--- src/rtl/mem_lsu_if.sv ---
// Load/store bus bundle: core request/response channel plus the word-addressed RAM port.
// 'slave' is the LSU view; 'master' is the core/RAM environment view.
interface mem_lsu_if #(
    parameter int WADDR_W = 16
);
    logic               req_valid;
    logic               req_ready;
    logic               req_we;
    logic [2:0]         req_funct3;
    logic [31:0]        req_addr;
    logic [31:0]        req_wdata;

    logic               rsp_valid;
    logic [31:0]        rsp_rdata;
    logic               rsp_err;

    logic [WADDR_W-1:0] mem_addr;
    logic               mem_read;
    logic [3:0]         mem_write;
    logic [31:0]        mem_wdata;
    logic [31:0]        mem_rdata;

    modport slave (
        input  req_valid, req_we, req_funct3, req_addr, req_wdata, mem_rdata,
        output req_ready, rsp_valid, rsp_rdata, rsp_err,
        output mem_addr, mem_read, mem_write, mem_wdata
    );

    modport master (
        output req_valid, req_we, req_funct3, req_addr, req_wdata, mem_rdata,
        input  req_ready, rsp_valid, rsp_rdata, rsp_err,
        input  mem_addr, mem_read, mem_write, mem_wdata
    );
endinterface

--- src/rtl/mem_lsu.sv ---
// RV32I load/store initiator for a word-addressed RAM: one request at a time,
// misaligned halfword/word accesses split into two beats with word-address wrap.
module mem_lsu #(
    parameter int WADDR_W = 16
) (
    input  logic      clk,
    input  logic      rst,
    mem_lsu_if.slave  bus
);

    typedef enum logic [2:0] {IDLE, ACC1, ACC2, LDW, DONE} state_t;

    typedef struct packed {
        logic [WADDR_W-1:0] addr;
        logic               read;
        logic [3:0]         write;
        logic [31:0]        wdata;
    } beat_t;

    state_t             state, state_nx;

    logic               we_q;
    logic [2:0]         f3_q;
    logic [1:0]         off_q;
    logic [WADDR_W-1:0] wa_q;
    logic [31:0]        wdata_q;
    logic               split_q;
    logic [31:0]        beat1_q;

    logic               accept;
    logic               req_illegal;
    logic               req_split;
    beat_t              beat_nx;
    logic [31:0]        load_res;
    logic [31:0]        b1_word;
    logic [63:0]        win;

    function automatic logic [2:0] size_of(input logic [2:0] f3);
        case (f3[1:0])
            2'b00:   return 3'd1;
            2'b01:   return 3'd2;
            default: return 3'd4;
        endcase
    endfunction

    function automatic logic is_illegal(input logic we, input logic [2:0] f3);
        if (we)
            return f3 >= 3'b011;
        return (f3 == 3'b011) || (f3 == 3'b110) || (f3 == 3'b111);
    endfunction

    function automatic logic is_split(input logic [1:0] off, input logic [2:0] f3);
        return ({1'b0, off} + size_of(f3)) > 3'd4;
    endfunction

    // Beat 1 covers the low word of the 8-byte window, beat 2 the byte spill into wa+1.
    function automatic beat_t make_beat(input logic we, input logic [2:0] f3,
                                        input logic [1:0] off, input logic [WADDR_W-1:0] wa,
                                        input logic [31:0] wdata, input logic second);
        beat_t      b;
        logic [7:0] m;
        case (f3[1:0])
            2'b00:   m = 8'h01;
            2'b01:   m = 8'h03;
            default: m = 8'h0F;
        endcase
        m = m << off;
        b.read = !we;
        if (second) begin
            b.addr  = wa + WADDR_W'(1);
            b.write = we ? m[7:4] : 4'b0000;
            b.wdata = wdata >> {3'd4 - {1'b0, off}, 3'b000};
        end else begin
            b.addr  = wa;
            b.write = we ? m[3:0] : 4'b0000;
            b.wdata = wdata << {off, 3'b000};
        end
        return b;
    endfunction

    assign bus.req_ready = (state == IDLE);
    assign accept        = bus.req_valid && (state == IDLE);
    assign req_illegal   = is_illegal(bus.req_we, bus.req_funct3);
    assign req_split     = is_split(bus.req_addr[1:0], bus.req_funct3);

    always_comb begin
        state_nx = state;
        beat_nx  = '0;
        case (state)
            IDLE: begin
                if (accept) begin
                    if (req_illegal) begin
                        state_nx = DONE;
                    end else begin
                        state_nx = ACC1;
                        beat_nx  = make_beat(bus.req_we, bus.req_funct3, bus.req_addr[1:0],
                                             bus.req_addr[WADDR_W+1:2], bus.req_wdata, 1'b0);
                    end
                end
            end
            ACC1: begin
                if (split_q) begin
                    state_nx = ACC2;
                    beat_nx  = make_beat(we_q, f3_q, off_q, wa_q, wdata_q, 1'b1);
                end else begin
                    state_nx = we_q ? DONE : LDW;
                end
            end
            ACC2:    state_nx = we_q ? DONE : LDW;
            LDW:     state_nx = DONE;
            DONE:    state_nx = IDLE;
            default: state_nx = IDLE;
        endcase
    end

    // In LDW the RAM is presenting the last requested word; beat 1 was parked earlier if split.
    always_comb begin
        b1_word  = split_q ? beat1_q : bus.mem_rdata;
        win      = {bus.mem_rdata, b1_word} >> {off_q, 3'b000};
        load_res = win[31:0];
        case (f3_q)
            3'b000:  load_res = {{24{win[7]}}, win[7:0]};
            3'b001:  load_res = {{16{win[15]}}, win[15:0]};
            3'b100:  load_res = {24'd0, win[7:0]};
            3'b101:  load_res = {16'd0, win[15:0]};
            default: load_res = win[31:0];
        endcase
    end

    always_ff @(posedge clk or posedge rst) begin
        if (rst) begin
            state   <= IDLE;
            we_q    <= 1'b0;
            f3_q    <= 3'b000;
            off_q   <= 2'b00;
            wa_q    <= '0;
            wdata_q <= '0;
            split_q <= 1'b0;
            beat1_q <= '0;
        end else begin
            state <= state_nx;
            if (accept) begin
                we_q    <= bus.req_we;
                f3_q    <= bus.req_funct3;
                off_q   <= bus.req_addr[1:0];
                wa_q    <= bus.req_addr[WADDR_W+1:2];
                wdata_q <= bus.req_wdata;
                split_q <= req_split;
            end
            if (state == ACC2)
                beat1_q <= bus.mem_rdata;
        end
    end

    always_ff @(posedge clk or posedge rst) begin
        if (rst) begin
            bus.mem_addr  <= '0;
            bus.mem_read  <= 1'b0;
            bus.mem_write <= 4'b0000;
            bus.mem_wdata <= '0;
        end else begin
            bus.mem_addr  <= beat_nx.addr;
            bus.mem_read  <= beat_nx.read && (beat_nx.write == 4'b0000) && (state_nx != DONE)
                             && (state_nx != IDLE) && (state_nx != LDW);
            bus.mem_write <= beat_nx.write;
            bus.mem_wdata <= beat_nx.wdata;
        end
    end

    always_ff @(posedge clk or posedge rst) begin
        if (rst) begin
            bus.rsp_valid <= 1'b0;
            bus.rsp_rdata <= '0;
            bus.rsp_err   <= 1'b0;
        end else begin
            bus.rsp_valid <= (state_nx == DONE);
            if ((state_nx == DONE) && (state != DONE)) begin
                bus.rsp_err   <= (state == IDLE);
                bus.rsp_rdata <= (state == LDW) ? load_res : 32'd0;
            end
        end
    end

endmodule

--- src/flat_wrapper.sv ---
// flat-port wrapper written by rule: the top's interface ports become plain ports
module mem_lsu_flat 
#(
    parameter int WADDR_W = 16
)
  (clk, rst, bus_req_valid, bus_req_we, bus_req_funct3, bus_req_addr, bus_req_wdata, bus_mem_rdata, bus_req_ready, bus_rsp_valid, bus_rsp_rdata, bus_rsp_err, bus_mem_addr, bus_mem_read, bus_mem_write, bus_mem_wdata);
  mem_lsu_if #(.WADDR_W(WADDR_W)) bus_i ();
  input  logic clk;
  input  logic rst;
  input wire logic [$bits(bus_i.req_valid)-1:0] bus_req_valid;
  input wire logic [$bits(bus_i.req_we)-1:0] bus_req_we;
  input wire logic [$bits(bus_i.req_funct3)-1:0] bus_req_funct3;
  input wire logic [$bits(bus_i.req_addr)-1:0] bus_req_addr;
  input wire logic [$bits(bus_i.req_wdata)-1:0] bus_req_wdata;
  input wire logic [$bits(bus_i.mem_rdata)-1:0] bus_mem_rdata;
  output wire logic [$bits(bus_i.req_ready)-1:0] bus_req_ready;
  output wire logic [$bits(bus_i.rsp_valid)-1:0] bus_rsp_valid;
  output wire logic [$bits(bus_i.rsp_rdata)-1:0] bus_rsp_rdata;
  output wire logic [$bits(bus_i.rsp_err)-1:0] bus_rsp_err;
  output wire logic [$bits(bus_i.mem_addr)-1:0] bus_mem_addr;
  output wire logic [$bits(bus_i.mem_read)-1:0] bus_mem_read;
  output wire logic [$bits(bus_i.mem_write)-1:0] bus_mem_write;
  output wire logic [$bits(bus_i.mem_wdata)-1:0] bus_mem_wdata;
  assign bus_i.req_valid = bus_req_valid;
  assign bus_i.req_we = bus_req_we;
  assign bus_i.req_funct3 = bus_req_funct3;
  assign bus_i.req_addr = bus_req_addr;
  assign bus_i.req_wdata = bus_req_wdata;
  assign bus_i.mem_rdata = bus_mem_rdata;
  assign bus_req_ready = bus_i.req_ready;
  assign bus_rsp_valid = bus_i.rsp_valid;
  assign bus_rsp_rdata = bus_i.rsp_rdata;
  assign bus_rsp_err = bus_i.rsp_err;
  assign bus_mem_addr = bus_i.mem_addr;
  assign bus_mem_read = bus_i.mem_read;
  assign bus_mem_write = bus_i.mem_write;
  assign bus_mem_wdata = bus_i.mem_wdata;
  mem_lsu #(.WADDR_W(WADDR_W)) u_core (.clk(clk), .rst(rst), .bus(bus_i));
endmodule
--- config.mk ---
export PLATFORM = sky130hd
export DESIGN_NAME = mem_lsu_flat
export DESIGN_NICKNAME = d
export VERILOG_FILES = /design/src/rtl/mem_lsu_if.sv /design/src/rtl/mem_lsu.sv /design/src/flat_wrapper.sv
export SDC_FILE = /design/constraint.sdc
export NUM_CORES = 1
export LEC_CHECK = 0
export ABC_AREA = 1
export CAP_MARGIN = 15
export CORE_ASPECT_RATIO = 0.75
export CORE_MARGIN = 8
export CORE_UTILIZATION = 54
export DETAILED_ROUTE_END_ITERATION = 10
export DONT_BUFFER_PORTS = 1
export PLACE_DENSITY = 0.76
export SLEW_MARGIN = 20
export SYNTH_ARGS = -nofsm -noshare
export SYNTH_HDL_FRONTEND = slang
export SYNTH_SLANG_ARGS = --single-unit
--- constraint.sdc ---
create_clock -name clk -period 10.8 [get_ports clk]
set_input_delay 2.16 -clock clk [delete_from_list [all_inputs] [get_ports clk]]
set_output_delay 2.16 -clock clk [all_outputs]
set_load 0.02 [all_outputs]
==> run summary <==
status = finished, final reports clean
Via Count = 8,364
DRT Pass-1 Iters = 5
adder-cell share of the synthesized area = 0.606%
Tightest Hold Check Type = reg -> reg
sequential area share after synthesis = 46.6%
layout cells sized above 1 = 6.19%
CP peak stage delay = 0.51 ns
Crit-path slowest cell = nand2_4
kind of critical path = in -> reg
Post-Route WL = 26,200 µm
I/O pin cnt = 191
CTS tree = yes
GPL Wtd Cong = 0.894
XOR/XNOR Fraction of Synth Area = 0.277%
filler instances = 1,569
Pins Over Slew Limit = 0
Pint = 0.00160 W
Synth Area per Inst = 7.51 µm²
Sw Pwr = 0.00134 W
main combinational cell family by area after synthesis = simple AND/OR/NAND/NOR gates
fmax = 0.281 GHz
vias in the first global route = 7,719
final setup fails = 0
ys async rst share = 100%
reg2reg start = u_core.off_q[1]$_DFFE_PP0P_
# port buffers = 0
routed length per instance = 17.9 µm
first-pass GRT wire length = 42,500 µm
max cap viols = 0
critical-path cell list = nand2_4, inv_2, nand2_2, nand2_4, inv_4, nand2_1, nand2_1
Clk pwr share = 21.3%
synthesized instance count = 1,266
largest net degree at the start of global routing = 103
list of most frequent post-synthesis cells = nand2_1, o21ai_0, dfrtp_1
Worst Clk Skew = 0.0131 ns
Synth area leaders = dfrtp_1, nand2_1, o21ai_0
fin nets = 1,321
sequential power share = 40.1%
post-CTS setup buffers = 0
Reg area = 4430 µm²
Endpoint, Worst Hold = u_core.wdata_q[5]$_DFFE_PP0P_
Rows = 42
Final Hold Vio Count = 0
startpoint types = input port
worst-skew pair later-pin latency = 0.43 ns
Net Count, Synth = 1,373
GRT overflow = 0
mux share of post-synthesis cell area = 0.948%
Seq cells post-synth = 177
minimum clock period = 3.56 ns
Hold Crit Start = u_core.wdata_q[5]$_DFFE_PP0P_
Clk Tree Root Cell = clkbuf_16
Pleak = 5.07 nW
Synth Area in Compound Gates = 16.9%
drt first-iter violations = 1,229
initial antenna violation count = 1
multi-input logic area = 4240 µm²
die height = 131 µm
Net Sw Frac = 45.6%
hpwl dp = 17,700 µm
maximum vdd drop = 0.156 mV
share of the synthesized area in the top cell type = 46.6%
Period Utilization, post-route = 32.9%
Starting Density = 54.5%
Reg2Reg Depth = 7
Rel. slew slack = 27.8%
FF-to-FF End = u_core.bus.mem_wdata[25]$_DFF_PP0_
PwrDens = 293 nW/µm²
Critical Path AT = 3.92 ns
TritonCTS Buffers = 17
count leader, synth = nand2_1
Die W = 169 µm
drt via density = 5.69
post-synth cell types = 40
RSZ-0062 raised after global routing = false
Overall Global Routing Usage = 24.4%
CP max FO = 71
Worst-path clk slew = 0.07 ns
post-synthesis simple-gate area fraction = 25.8%
Comb pwr share = 38.7%
Synth-to-Final Area Change = 5.81%
Reg2Reg Setup Slack = 7.42 ns
Mapped Area = 9500 µm²
post-CTS sizing = 0
DRC Markers = 0
hold depth = 2
CTS Hold Bufs = 0
number of synthesis warnings = 0
Longest Clk Path Bufs = 2
Worst setup EP type = flip-flop
Yosys top cell by area = dfrtp_1
clk sinks = 177
Fin Setup TNS = 0 ns
Tightest Pin Transition = 1.08 ns
Die ar. = 22,100 µm²
post-route ant nets = 0
Final Util = 57.6%
area of the core = 17,400 µm²
Post-synth EDFFs = 0
worst path required time = 11.17 ns
Ant. Diodes = 0
ys flop type = dfrtp_1
H-tree depth = 4
[how the worst max path moves through the flow]
stage                  start                              endpoint  slack (ns)
6_report       bus_req_valid  u_core.bus.rsp_rdata[29]$_DFFE_PP0P_        7.24
5_1_grt        bus_req_valid  u_core.bus.rsp_rdata[21]$_DFFE_PP0P_        7.02
4_1_cts        bus_req_valid  u_core.bus.rsp_rdata[29]$_DFFE_PP0P_        7.23
3_5_place_dp   bus_req_valid  u_core.bus.rsp_rdata[29]$_DFFE_PP0P_        6.76
3_3_place_gp   bus_req_valid   u_core.bus.rsp_rdata[1]$_DFFE_PP0P_        6.80
2_1_floorplan            rst         u_core.beat1_q[0]$_DFFE_PP0N_        3.84
[power by group through the flow]
stage                     registers [W]  logic [W]  clock network, W
final                           0.00118    0.00114          0.000627
after global routing            0.00121    0.00131          0.000666
after CTS                       0.00118    0.00112          0.000636
after detailed placement        0.00119    0.00112                 0
after global placement          0.00118    0.00109                 0
after floorplan                 0.00110   0.000976                 0
[sequential cells by signal, summed over array words and instances (netlist names)]
register and count:
u_core.bus.mem_write 4, u_core.bus.rsp_rdata 32, u_core.wdata_q 32, u_core.wa_q 16, u_core.bus.rsp_valid 1, u_core.bus.mem_addr 16, u_core.we_q 1, u_core.bus.mem_wdata 32
u_core.off_q 2, u_core.split_q 1, u_core.bus.mem_read 1, u_core.f3_q 3, u_core.beat1_q 32, u_core.state 3, u_core.bus.rsp_err 1
[critical path, delay by kind of cell]
family                 cells  cell delay [ns]
AND/OR/NAND/NOR            5             1.01
buffers and inverters      2             0.74
[per-stage QoR]
stage,power (W),instances,worst slack [ns],cell area [µm²],hold WS (ns)
2_1_floorplan,0.00208,1266,3.84,9500,0.453
3_3_place_gp,0.00227,1436,6.80,9440,0.466
3_5_place_dp,0.00230,1436,6.76,9440,0.473
4_1_cts,0.00293,1468,7.23,10000,0.488
5_1_grt,0.00319,1469,7.02,10100,0.511
6_report,0.00295,1469,7.24,10100,0.484
[cells by family after synthesis]
group	Yosys count
xor gates and xnor gates	3
buffers and inverters	189
AOI/OAI and AO/OA	299
muxes	8
DFF	177
and+or+nand+nor	586
adders and majority gates	4
[layout make-up]
type / count / area share, %
clock buffer: 19 / 4.41
multi-input combinational: 900 / 42.2
inverter: 112 / 4.31
tap: 242 / 3.01
sequential: 177 / 44.1
timing repair buffer: 6 / 0.572
clock inverter: 13 / 1.47
[layout by cell type, fill, tap and decap left out, types with 2 or more instances in the layout]
| cell type | synthesis | routed |
|---|---|---|
| a211oi_1 | 10 | 10 |
| o22ai_1 | 16 | 16 |
| nand4_1 | 4 | 4 |
| ha_1 | 3 | 3 |
| dfrtp_1 | 177 | 175 |
| nand3_1 | 84 | 83 |
| nand3_4 | 2 | 2 |
| nand3_2 | 1 | 2 |
| inv_1 | 101 | 100 |
| inv_2 | 8 | 8 |
| clkinvlp_4 | 0 | 3 |
| nor3_1 | 4 | 4 |
| clkinv_2 | 0 | 2 |
| xnor2_1 | 2 | 2 |
| mux2_2 | 8 | 8 |
| dfrtp_2 | 0 | 2 |
| nor2_8 | 2 | 2 |
| buf_4 | 3 | 5 |
| o211ai_1 | 18 | 18 |
| nand2_1 | 418 | 418 |
| nor2_4 | 3 | 3 |
| clkbuf_16 | 0 | 17 |
| nor2_1 | 60 | 60 |
| o32ai_1 | 2 | 2 |
| o21ai_0 | 192 | 192 |
| nand2_4 | 4 | 4 |
| inv_6 | 1 | 7 |
| a21oi_1 | 43 | 43 |
| o21ai_1 | 13 | 13 |
| bufinv_16 | 0 | 2 |
| nand2_2 | 3 | 3 |
[per-layer routing]
metal  part of all wire [%]  GRT usage (%)  vias up
li1                       -              -     4016
met1                     44           35.0     3859
met2                     41           33.6      445
met3                     13           8.62       42
met4                    2.3           8.20        2
met5                  0.050              0        -
Power figures use the tool's default switching activity.
